## config.mk

```make
export PLATFORM = sky130hd
export DESIGN_NAME = trivium_prng_stream
export DESIGN_NICKNAME = d
export VERILOG_FILES = /design/src/rtl/trivium_prng_stream.sv
export SDC_FILE = /design/constraint.sdc
export NUM_CORES = 1
export LEC_CHECK = 0
export CAP_MARGIN = 20
export CELL_PAD_IN_SITES_DETAIL_PLACEMENT = 1
export CELL_PAD_IN_SITES_GLOBAL_PLACEMENT = 1
export CORE_AREA = 5 5 267 269
export DETAILED_ROUTE_END_ITERATION = 7
export DIE_AREA = 0 0 272 274
export PLACE_DENSITY = 0.71
export SLEW_MARGIN = 15
export SYNTH_ARGS = -nofsm -noshare
export SYNTH_HDL_FRONTEND = slang
export SYNTH_SLANG_ARGS = --single-unit
```

## constraint.sdc

```tcl
create_clock -name clk -period 2.3 [get_ports clk]
set_input_delay 0.46 -clock clk [delete_from_list [all_inputs] [get_ports clk]]
set_output_delay 0.46 -clock clk [all_outputs]
set_load 0.005 [all_outputs]
```

## src/rtl/trivium_prng_stream.sv

```systemverilog
// rtl/trivium_prng_stream.sv - Trivium keystream generator, NBITS per step, with warm-up and reseed accounting
module trivium_prng_stream #(
    parameter int NBITS           = 64,
    parameter int WARMUP_STEPS    = (1152 + NBITS - 1) / NBITS,
    parameter int RESEED_INTERVAL = 0,
    parameter int STALL_AT_LIMIT  = 0
) (
    input  logic             clk,
    input  logic             reset_n,
    input  logic             reseed,
    input  logic [79:0]      key,
    input  logic [79:0]      iv,
    output logic             rand_valid,
    input  logic             rand_ready,
    output logic [NBITS-1:0] rand_data,
    output logic             seeded,
    output logic             busy,
    output logic             reseed_req,
    output logic [31:0]      word_count
);

    localparam int WCW = (WARMUP_STEPS > 1) ? $clog2(WARMUP_STEPS) : 1;
    localparam logic [WCW-1:0] WARM_LAST = WCW'(WARMUP_STEPS - 1);

    typedef enum logic [1:0] {
        ST_IDLE,
        ST_WARMUP,
        ST_RUN
    } state_t;

    state_t           state_q;
    state_t           state_d;
    logic [287:0]     s_q;
    logic [287:0]     s_step;
    logic [287:0]     s_seed;
    logic [NBITS-1:0] z_step;
    logic [WCW-1:0]   warm_cnt_q;
    logic             handshake;
    logic             stalled;
    logic             load;

    // Bit i of the state vector holds s(i+1); result is {z, next_state}.
    function automatic logic [288:0] trivium_round(input logic [287:0] s);
        logic t1, t2, t3, n1, n2, n3;
        t1 = s[65] ^ s[92];
        t2 = s[161] ^ s[176];
        t3 = s[242] ^ s[287];
        n1 = t1 ^ (s[90] & s[91]) ^ s[170];
        n2 = t2 ^ (s[174] & s[175]) ^ s[263];
        n3 = t3 ^ (s[285] & s[286]) ^ s[68];
        return {t1 ^ t2 ^ t3, s[286:177], n2, s[175:93], n1, s[91:0], n3};
    endfunction

    // Earliest round of the step lands in the MSB of the word.
    always_comb begin
        s_step = s_q;
        z_step = '0;
        for (int k = 0; k < NBITS; k++) begin
            {z_step[NBITS-1-k], s_step} = trivium_round(s_step);
        end
    end

    always_comb begin
        s_seed = '0;
        for (int i = 0; i < 80; i++) begin
            s_seed[i]      = key[79-i];
            s_seed[93 + i] = iv[79-i];
        end
        s_seed[287:285] = 3'b111;
    end

    assign handshake = rand_valid && rand_ready;
    assign stalled   = (STALL_AT_LIMIT != 0) && reseed_req;
    assign load      = (state_q == ST_RUN) && (!rand_valid || rand_ready) && !stalled;
    assign seeded    = (state_q == ST_RUN);
    assign busy      = (state_q == ST_WARMUP);

    always_comb begin
        state_d = state_q;
        case (state_q)
            ST_IDLE:   state_d = ST_IDLE;
            ST_WARMUP: if (warm_cnt_q == WARM_LAST) state_d = ST_RUN;
            ST_RUN:    state_d = ST_RUN;
            default:   state_d = ST_IDLE;
        endcase
        if (reseed) state_d = ST_WARMUP;
    end

    always_ff @(posedge clk or negedge reset_n) begin
        if (!reset_n) begin
            state_q <= ST_IDLE;
        end else begin
            state_q <= state_d;
        end
    end

    always_ff @(posedge clk or negedge reset_n) begin
        if (!reset_n) begin
            s_q        <= '0;
            warm_cnt_q <= '0;
            rand_valid <= 1'b0;
            rand_data  <= '0;
            word_count <= '0;
            reseed_req <= 1'b0;
        end else if (reseed) begin
            // A pending word is dropped and a coincident handshake is not counted.
            s_q        <= s_seed;
            warm_cnt_q <= '0;
            rand_valid <= 1'b0;
            word_count <= '0;
            reseed_req <= 1'b0;
        end else begin
            if (state_q == ST_WARMUP) begin
                s_q        <= s_step;
                warm_cnt_q <= warm_cnt_q + WCW'(1);
            end
            if (load) begin
                s_q        <= s_step;
                rand_data  <= z_step;
                rand_valid <= 1'b1;
            end else if (handshake) begin
                rand_valid <= 1'b0;
            end
            if (handshake) begin
                if (word_count != 32'hFFFF_FFFF) word_count <= word_count + 32'd1;
                if ((RESEED_INTERVAL != 0) && (word_count + 32'd1 == 32'(RESEED_INTERVAL)))
                    reseed_req <= 1'b1;
            end
        end
    end

endmodule

```

==> flow_metrics.py <==
metrics = {
    "layout": {
        "area_growth_pct": 24.48,
        "fillers": 7766,
        "drive_gt1_share_pct": 7.631,
        "fin_area_mm2": 0.02946,
        "nets": 3002,
    },
    "timing": {
        "rsz0062_at_grt": "no",
        "maxSlewViolCount": 0,
        "period_share_pct": 96.58,
        "final_hold_viol_count": 0,
        "skew_ns": 0.01445,
        "setup_viol": 0,
        "hold_ws_ns": 0.1926,
        "finalCriticalPeriod_ns": 2.221,
        "slew_headroom_pct": 53.88,
        "max_freq_mhz": 450.2,
        "worstMarginPinSlew_ns": 0.6869,
    },
    "setup_path": {
        "r2r_slack_ns": 0.17,
        "required_ns": 1.84,
        "rr_worst_depth": 5,
        "slowest_stage": "clkdlybuf4s50_1",
        "path_class": "reg2out",
        "cp_max_fo": 3,
        "cp.arrival_ns": 1.76,
        "start_kind": "register",
        "crit_path_cell_trace": "inv_1, ha_2, clkdlybuf4s50_1",
        "startpoint": "state_q[0]",
        "rr_endpoint": "word_count[31]",
        "slowest_delay_ns": 0.51,
        "critical_path.top_delay_family": "buffers and inverters",
        "cp-end-kind": "output port",
        "reg2reg_from": "word_count[12]",
        "cp_num_buf_inv": 2,
    },
    "placed_design": {
        "placed_area_mm2": 0.02776,
        "hpwl_mm": 80.23,
        "gp_congestion": 0.9641,
        "numPortBuffers": 262,
    },
    "clock_tree": {
        "root_buffer": "clkbuf_16",
        "cts_made_buffers": 48,
        "path_clk_slew_ns": 0.06,
        "clock_latency_ns": 0.60,
        "h-tree-depth": 2,
        "clockBufferDepth": 3,
        "cts_tree": "yes",
        "cts.sinks": 392,
    },
    "global_routing": {
        "grt_use_met2_pct": 43.42,
        "met1_usage_pct": 34.22,
        "busiest_layer": "met2",
        "grt_pass1_vias": 21314,
        "gr-usage-met3_pct": 6.397,
        "grt_pass1_wl_mm": 146.8,
        "grt_start_max_net_pins": 59,
        "grt_usage_pct": 26.75,
        "grt_overflow": 0,
        "antenna_found_initial": 2,
    },
    "route": {
        "postRouteAntennaNets": 0,
        "drt_first_pass_iters": 7,
        "wirelength_mm": 101.5,
        "vias": 19866,
        "dr.first_iter.drc_count": 1490,
        "vias_per_cell": 5.293,
        "routedWlPerCell_um": 27.05,
        "drc": 0,
    },
    "outcome": {
        "outcome": "finished, final reports clean",
    },
    "power": {
        "leakagePower_nw": 11.39,
        "cellPowerDensity_mw_per_mm2": 1742,
        "ir_drop_mv": 0.6506,
        "power_mw": 51.33,
    },
    "floorplan": {
        "core_area_mm2": 0.06835,
        "fp.dieH_um": 274,
        "die_area_mm2": 0.07453,
        "initial_core_util_pct": 34.63,
        "die_w_um": 272,
        "num_io_pins": 264,
        "core.rowCount": 96,
    },
    "logic_synthesis": {
        "synth_top_area_share_pct": 41.44,
        "synth-compound-area-share_pct": 9.066,
        "synth-seq-area-share_pct": 41.44,
        "synth_nets": 2791,
        "yosysMostFrequentCell": "xnor2_1",
        "muxShareOfSynthArea_pct": 6.936,
        "synth_warnings": 0,
        "synth_largest_area_cell": "dfrtp_1",
        "synth_edf_count": 0,
        "synth_area_mm2": 0.02367,
        "synth_top_family_by_area": "XOR/XNOR gates",
        "syn_area_per_cell_um2": 9.027,
        "synth_seq_cells": 392,
        "synthTopCellsByArea": "dfrtp_1 (41%), xnor2_1 (24%), nand2_1 (8.8%)",
        "synthAdderAreaFrac_pct": 0.2643,
        "ys_top_cells_by_count": "xnor2_1 (643), nand2_1 (557), dfrtp_1 (392)",
        "syn_inst": 2622,
        "async_flop_share_pct": 100.0,
        "synth_xor_area_share_pct": 26.31,
        "ys.flop_type": "dfrtp_1",
        "synthSimpleGateAreaFrac_pct": 12.11,
        "synth_cell_types": 46,
    },
    "run": {
        "maxCapViolCount": 0,
    },
    "min_path": {
        "holdPathStages": 2,
        "min-delay-start": "reseed",
        "min_to": "warm_cnt_q[0]",
        "holdCritPathClass": "in2reg",
    },
}
[cells by family after synthesis]
family | Yosys count
buffers and inverters | 232
muxes | 163
adders and majority gates | 5
other | 1
AOI/OAI and AO/OA | 414
xor gates and xnor gates | 711
and+or+nand+nor | 704
DFF | 392
[per-stage QoR]
stage	cells	utilization, %	TNS, ns	worst slack, ns
after floorplan	2622	-	0	0.2506
after global placement	3663	40.62	-0.06930	-0.03561
after detailed placement	3663	40.62	-0.1108	-0.02743
after CTS	3751	43.07	0	0.01822
after global routing	3753	43.11	0	0.006190
final	3753	43.11	0	0.07855
[worst max-delay path by stage]
stage                           endpoint  slack, ns  depth (start not counted)
final                             seeded       0.08                          3
after global placement    word_count[15]      -0.04                          7
after detailed placement        s_q[133]      -0.03                          9
after floorplan                  s_q[30]       0.25                         10
after global routing              seeded      0.006                          3
after CTS                         seeded       0.02                          3
[area by class of cell]
| class | count | area [um^2] | share of cell area [%] |
|---|---|---|---|
| Inverter | 12 | 52.55 | 0.1784 |
| Clock buffer | 66 | 1401 | 4.756 |
| Tap cell | 882 | 1104 | 3.746 |
| Multi-Input combinational cell | 1998 | 12990 | 44.07 |
| Antenna cell | 1 | 2.502 | 0.008494 |
| Timing Repair Buffer | 381 | 3845 | 13.05 |
| Clock inverter | 21 | 262.8 | 0.8918 |
| Sequential cell | 392 | 9809 | 33.30 |
[layer usage]
layer	up-vias	share of wire [%]
met5	-	0.013
met3	210	7.6
met1	10091	41
met2	679	46
li1	8884	-
met4	2	5.3
[report_power, final]
group | switching (mW) | internal (mW) | total (mW)
sequential | 5.89 | 9.41 | 15.3
clock | 3.29 | 4.83 | 8.12
combinational | 15.1 | 12.8 | 27.9
[placed cells by master, fill, tap and decap left out, types with 2 or more instances in the layout]
cell type and instances:
clkbuf_8 9, nor3_2 2, clkinv_2 8, clkdlybuf4s50_1 259
bufinv_16 5, or4_1 11, mux2_4 2, clkinvlp_4 4
and4_1 4, mux2i_1 161, nor2_1 80, xnor2_1 643
o21ai_1 5, buf_12 26, nand4_2 2, nand4_1 8
or2_2 2, and3_1 2, o22a_1 3, buf_4 93
a21oi_1 89, clkinv_4 2, o21a_1 2, or3_1 14
nor2b_1 2, dfrtp_1 392, o31ai_1 12, nand3_1 9
o21ai_0 294, clkbuf_1 7, o211ai_1 2, xor2_1 68
ha_1 4, inv_1 11, nand2_1 557, clkbuf_16 50
nor3_1 2
[repair_timing]
item,4_1_cts,5_1_grt
gates resized for setup,2,2
setup buffers,0,1
hold endpoints to repair,43,0
pin swaps,0,0
endpoints found under the setup margin,2,8
hold buffers,1,0
[flip-flops by register name (all words and copies together), names as in the netlist]
name        flops
rand_data      64
rand_valid      1
s_q           288
state_q         2
warm_cnt_q      5
word_count     32
Note: power is estimated with default switching activity, not from simulation.
